==> config.mk <==
export PLATFORM = sky130hd
export DESIGN_NAME = serial_frame_rx
export DESIGN_NICKNAME = d
export VERILOG_FILES = /design/src/rtl/serial_pkg.sv /design/src/rtl/rx_shift_reg.sv /design/src/rtl/serial_frame_rx.sv
export SDC_FILE = /design/constraint.sdc
export NUM_CORES = 1
export LEC_CHECK = 0
export ABC_AREA = 1
export CORE_UTILIZATION = 50
export DETAILED_ROUTE_END_ITERATION = 10
export PLACE_DENSITY = 0.75
export SLEW_MARGIN = 25
export SYNTH_ARGS = -nofsm -noshare
export SYNTH_HDL_FRONTEND = slang
export SYNTH_SLANG_ARGS = --single-unit
==> constraint.sdc <==
create_clock -name clk -period 2.3 [get_ports clk]
set_input_delay 0.46 -clock clk [delete_from_list [all_inputs] [get_ports clk]]
set_output_delay 0.46 -clock clk [all_outputs]
set_load 0.01 [all_outputs]
==> src/rtl/serial_pkg.sv <==
// Shared definitions for the serial frame receiver: state encoding, default
// word width and the serial line levels.
package serial_pkg;

    localparam int unsigned DATA_W_DEF = 8;

    localparam logic LINE_IDLE  = 1'b1;
    localparam logic LINE_START = 1'b0;
    localparam logic LINE_STOP  = 1'b1;

    typedef logic [1:0] state_t;

    localparam state_t ST_IDLE   = 2'd0;
    localparam state_t ST_DATA   = 2'd1;
    localparam state_t ST_PARITY = 2'd2;
    localparam state_t ST_STOP   = 2'd3;

endpackage

==> src/rtl/rx_shift_reg.sv <==
// LSB-first receive shift register: each enabled sample enters at the MSB so
// the first bit received ends up in bit 0 after DATA_W shifts.
module rx_shift_reg #(
    parameter int unsigned DATA_W = 8
) (
    input  logic              clk,
    input  logic              rst,
    input  logic              en,
    input  logic              din,
    output logic [DATA_W-1:0] q
);

    always_ff @(posedge clk) begin
        if (rst) begin
            q <= '0;
        end else if (en) begin
            q <= {din, q[DATA_W-1:1]};
        end
    end

endmodule

==> src/rtl/serial_frame_rx.sv <==
// Strobe-gated serial frame receiver: start bit, DATA_W data bits LSB-first,
// optional even parity, stop bit; valid/ready output with sticky error flags.
module serial_frame_rx
    import serial_pkg::*;
#(
    parameter int unsigned DATA_W    = DATA_W_DEF,
    parameter int unsigned PARITY_EN = 1
) (
    input  logic              clk,
    input  logic              rst,
    input  logic              sin,
    input  logic              sin_en,
    output logic [DATA_W-1:0] data_out,
    output logic              data_valid,
    input  logic              data_ready,
    output logic              parity_err,
    output logic              frame_err,
    output logic              overrun,
    input  logic              err_clr,
    output logic              busy
);

    localparam int unsigned CNT_W = (DATA_W > 1) ? $clog2(DATA_W) : 1;
    localparam logic [CNT_W-1:0] LAST_BIT = CNT_W'(DATA_W - 1);

    state_t            state;
    logic [CNT_W-1:0]  bit_cnt;
    logic [DATA_W-1:0] shreg;
    logic              perr_q;
    logic              shift_en;
    logic              frame_done;
    logic              frame_bad;
    logic              handshake;

    assign shift_en   = sin_en && (state == ST_DATA);
    assign frame_done = sin_en && (state == ST_STOP) && (sin == LINE_STOP);
    assign frame_bad  = sin_en && (state == ST_STOP) && (sin != LINE_STOP);
    assign handshake  = data_valid && data_ready;
    assign busy       = (state != ST_IDLE);

    rx_shift_reg #(
        .DATA_W (DATA_W)
    ) u_shift (
        .clk (clk),
        .rst (rst),
        .en  (shift_en),
        .din (sin),
        .q   (shreg)
    );

    always_ff @(posedge clk) begin
        if (rst) begin
            state      <= ST_IDLE;
            bit_cnt    <= '0;
            perr_q     <= 1'b0;
            data_out   <= '0;
            data_valid <= 1'b0;
            parity_err <= 1'b0;
            frame_err  <= 1'b0;
            overrun    <= 1'b0;
        end else begin
            if (sin_en) begin
                case (state)
                    ST_IDLE: begin
                        if (sin == LINE_START) begin
                            state   <= ST_DATA;
                            bit_cnt <= '0;
                            perr_q  <= 1'b0;
                        end
                    end
                    ST_DATA: begin
                        if (bit_cnt == LAST_BIT) begin
                            bit_cnt <= '0;
                            state   <= (PARITY_EN != 0) ? ST_PARITY : ST_STOP;
                        end else begin
                            bit_cnt <= bit_cnt + 1'b1;
                        end
                    end
                    ST_PARITY: begin
                        // shreg already holds the full word here; sin is the parity bit
                        perr_q <= (^shreg) ^ sin;
                        state  <= ST_STOP;
                    end
                    default: begin
                        state <= ST_IDLE;
                    end
                endcase
            end

            // A completing frame may reuse the slot freed by a same-cycle handshake
            if (frame_done && (!data_valid || data_ready)) begin
                data_out   <= shreg;
                parity_err <= perr_q;
                data_valid <= 1'b1;
            end else if (handshake) begin
                data_valid <= 1'b0;
                parity_err <= 1'b0;
            end

            if (frame_done && data_valid && !data_ready) begin
                overrun <= 1'b1;
            end else if (err_clr) begin
                overrun <= 1'b0;
            end

            if (frame_bad) begin
                frame_err <= 1'b1;
            end else if (err_clr) begin
                frame_err <= 1'b0;
            end
        end
    end

endmodule

* Word-level counts from Yosys, hierarchy flattened
Cells that the tools add are included.
** Cells by class
- Add/subtract/negate cells :: 1
- Reductions and logical operators :: 22
- Mux-type cells :: 14
- Equality and inequality tests :: 6
- Bitwise operators :: 2
** Operator list (number)
- 2-bit nonzero test :: 6
- 3-bit AND reduction :: 3
- 1-bit logical AND :: 8
- 8-bit parity :: 1
- 1-bit two-way mux :: 7
- 3-bit two-way mux :: 2
- 2-bit one-hot mux with 3 select lines :: 1
- 3-bit one-hot mux with 2 select lines :: 1
- 2-bit equality test (second input constant) :: 2
- 2-bit two-way mux :: 2
- 3-bit by 1-bit adder with 3-bit output (second input constant) :: 1
- 3-bit equality test (second input constant) :: 1
- 2-bit by 1-bit equality test with 1-bit output (second input constant) :: 1
- 1-bit zero test :: 2
- 2-bit zero test :: 1
- 2-bit by 1-bit != test with 1-bit output (second input constant) :: 1
- 2-bit != test (second input constant) :: 1
- 1-bit one-hot mux with 2 select lines :: 1
- 1-bit logical OR :: 1
- 1-bit NOT :: 1
- 1-bit bitwise XOR :: 1
** Word-level totals
- Word-level logic and storage cells :: 54
- Output and inout bits :: 13
- Register bits :: 26
- Bits of input ports :: 6

* Logic depth before layout (Yosys ltp)
- Word-level depth :: 6
- Depth in mapped cells :: 10
- Mapped depth without buffers :: 10

* By module
Synthesis repeated with hierarchy kept, for this count alone.
** Unflattened totals
- Cell total of the unflattened synthesis :: 189
- Area total of the unflattened synthesis :: 1335.0 um^2
** Modules (own cells, without submodules)
- serial_frame_rx :: instances 1, area an instance 987.2 um^2, cells each 138
- rx_shift_reg :: instances 1, area an instance 347.8 um^2, cells each 51

* Worst setup path after synthesis
OpenSTA, ideal clock, no wires.
- Path kind :: flip-flop to flip-flop
- From :: register state[0]
- To :: register state[1]
- Cell stages (with the launch flop) :: 8
- Slack :: 1059 ps
- Buffers on the path :: 0
- Arrival :: 1155 ps
- Library setup time :: 86 ps
- Data required time :: 2214 ps
- Path through :: dfxtp_1 inv_1 ha_1 nand2_1 nand2_1 nor2_1 inv_1 a211oi_1
** Between the ends
- Word-level cells in the longest chain between the ends :: 3
- Elaborated cells between the ends (all ways) :: 7
** Ends and longest elaborated chain
- start, declared :: line serial_frame_rx.sv:26 : state_t state;
- start signal, assigned :: line serial_frame_rx.sv:74 : state <= (PARITY_EN != 0) ? ST_PARITY : ST_STOP;
- 2-bit by 1-bit equality test with 1-bit output or 2-bit zero test (tied branches) :: line serial_frame_rx.sv:63 : case (state)
- 2-bit by 1-bit != test with 1-bit output (no line) or 2-bit != test (tied branches)
- 3-bit AND reduction (no line)
Parallel ways exist; a longest one is shown, timed or not.
A chain may end at the register's enable or synchronous reset.

* Worst setup path after layout
- From :: register state[0]
- To :: output busy
** Between the ends
- Word-level cells in the longest chain between the ends :: 1
** Ends and longest elaborated chain
- 2-bit nonzero test :: line serial_frame_rx.sv:39 : assign busy = (state != ST_IDLE);
- end, declared :: line serial_frame_rx.sv:20 : output logic busy
No other way between the ends.

==> results.cfg <==
[synthesis]
synth-compound-area-share_pct = 16.0
syn_inst = 160
ys_seq_area_share_pct = 42.0
synthArstFlopShare_pct = 0
ys.warnings.count = 0
synth_top_family_by_area = simple AND/OR/NAND/NOR gates
synth_top_area_share_pct = 42.0
synth_fp_nets = 173
synth-simple-area-share_pct = 24.4
synth_area_leaders = dfxtp_1 (42%), nand2_1 (11%), ha_1 (7.1%)
synth-edff-count = 0
synth_flop_cell = dfxtp_1
syn_avg_cell_area_um2 = 7.74
synthesis.area_um2 = 1240
yosys_register_bits = 26
synthAdderAreaFrac_pct = 7.07
synthXorXnorAreaFrac_pct = 1.41
synth_top_area_cell = dfxtp_1
synth.top_cells.by_count = nand2_1 (37), dfxtp_1 (26), inv_1 (20), nor2_1 (20), a211oi_1 (11)
yosysMostFrequentCell = nand2_1
synthDistinctLibCells = 23
synthMuxAreaShare_pct = 0

[critical_path]
setup.worst_path.end = busy
slowest_delay_ns = 0.53
r2r_setup_slack_ns = 0.82
worstPathArrival_ns = 1.69
crit_type = flip-flop to output port
cp-startpoint = state[0]
reg2reg_from = state[1]
r2r-end = u_shift.q[7]
slowest_stage = clkdlybuf4s50_1
cp-start-kind = flip-flop
crit_top_cell = inv_1
path_cells = inv_1 -> ha_1 -> inv_1 -> clkdlybuf4s50_1
path_max_fanout = 5
required_ns = 1.84
cp-end-kind = output port
rr_worst_depth = 5

[power]
powerDensity_nw_per_um2 = 595
p_total_mw = 0.873
ir_drop_v = 0.000378
p_leak_nw = 0.597

[timing]
worst_slew_pin_slew_ns = 0.344
maxSlewHeadroom_pct = 77.0
holdWs_ns = 0.479
hold_viol = 0
setup_slack_ns = 0.153
setup_tns_ns = 0
fin_skew_ns = 0.0100
rsz0062_at_grt = no
final_max_slew_viol_count = 0
max_freq_mhz = 466
setup_viol = 0
finalCritPeriodShare_pct = 93.4
period_minus_slack_ns = 2.15

[grt]
antenna_found_initial = 0
grt_pass1_vias = 938
grt_pass1_wl_um = 3990
track_usage_pct = 20.5
grt_start_max_net_pins = 27
grt-ovfl-total = 0

[detailed_routing]
first_pass_iters = 4
vias_per_cell = 4.87
wl_per_cell_um = 10.8
drcViolationCount = 0
drtAntennaViolNets = 0
vias = 1004
finalWirelength_um = 2230
drt_iter0_markers = 10

[layout]
area_growth_pct = 18.5
antenna_cells = 0
fin_area_um2 = 1470
finish.utilization_pct = 64.5
drive_above_1_share_pct = 11.8
stdcell_count = 206
fin_nets = 192

[placement]
dp_slack_ns = 0.407
numPlacedInstances = 202
gp_congestion = 0.817
hpwl_um = 1710
portBuffers = 18
placed_cell_area_um2 = 1430

[cts]
cts_resized = 0
clk_path_buf_depth = 2
cts_root_buffer = clkbuf_4
clk_pin_slew_ns = 0.13
cts_buffers = 3
clock_latency_ns = 0.33
clock_sinks = 26
htreeDepth = 1
cts_tree = yes
ctsHoldBuffers = 0
post_cts_buffers = 0

[floorplanning]
die_area_um2 = 2680
initial_core_util_pct = 54.4
num_io_pins = 19
die_width_um = 51.8
die_h_um = 51.8
coreArea_um2 = 2280
fp-row-count = 17

[hold_path]
worst_hold_path_type = flip-flop to flip-flop

[job]
max_cap_viol_count = 0

[outcome]
status = finished clean
-- critical path, delay by kind of cell (launching register included) --
| family | cells | cell delay (ns) |
|---|---|---|
| flops | 1 | 0.43 |
| buf+inv | 3 | 0.70 |
| fa+ha+maj | 1 | 0.24 |
-- cell families after synthesis --
family / Yosys count
flops: 26
buf+inv: 27
simple gates: 70
xor+xnor: 2
fa+ha+maj: 7
compound gates: 28
-- metal layers --
metal | wire (um) | track usage, %
met3 | 80 | 2.63
met2 | 947 | 31.4
met4 | 26 | 10.8
met1 | 1180 | 28.0
met5 | 0 | 0
-- sequential cells by signal (all words and copies together) (netlist names) --
name and flops:
overrun 1, parity_err 1, frame_err 1, data_out 8, state 2, u_shift.q 8
data_valid 1, perr_q 1, bit_cnt 3
-- placed cells by master (no fill, tap or decap), types with 2 or more instances in the layout --
| cell type | n |
|---|---|
| nand2_1 | 37 |
| a21oi_1 | 10 |
| ha_1 | 7 |
| a21oi_2 | 5 |
| nand2_2 | 3 |
| clkbuf_4 | 3 |
| clkdlybuf4s50_1 | 18 |
| a211oi_1 | 11 |
| inv_1 | 20 |
| inv_2 | 2 |
| nand3_1 | 5 |
| dfxtp_1 | 26 |
| nor2_1 | 20 |
-- final cells by class --
cell class	count	area (um2)
Fill cell	192	808
Multi-Input combinational cell	107	606
Sequential cell	26	520
Timing Repair Buffer	19	188
Inverter	22	82.6
Clock buffer	4	36.3
Tap cell	28	35.0
-- worst min-delay path by stage --
stage                  to  cells past startpoint       start
2_1_floorplan  bit_cnt[1]                      2  bit_cnt[1]
3_3_place_gp   bit_cnt[1]                      2  bit_cnt[1]
3_5_place_dp   bit_cnt[1]                      2  bit_cnt[1]
4_1_cts        bit_cnt[1]                      2  bit_cnt[1]
5_1_grt        bit_cnt[1]                      2  bit_cnt[1]
6_report       bit_cnt[1]                      2  bit_cnt[1]
-- where the power goes --
| part | switching (mW) | internal (mW) |
|---|---|---|
| clock | 0.135 | 0.0969 |
| combinational | 0.0922 | 0.0612 |
| sequential | 0.0178 | 0.470 |
Note: power is estimated with default switching activity, not from simulation.
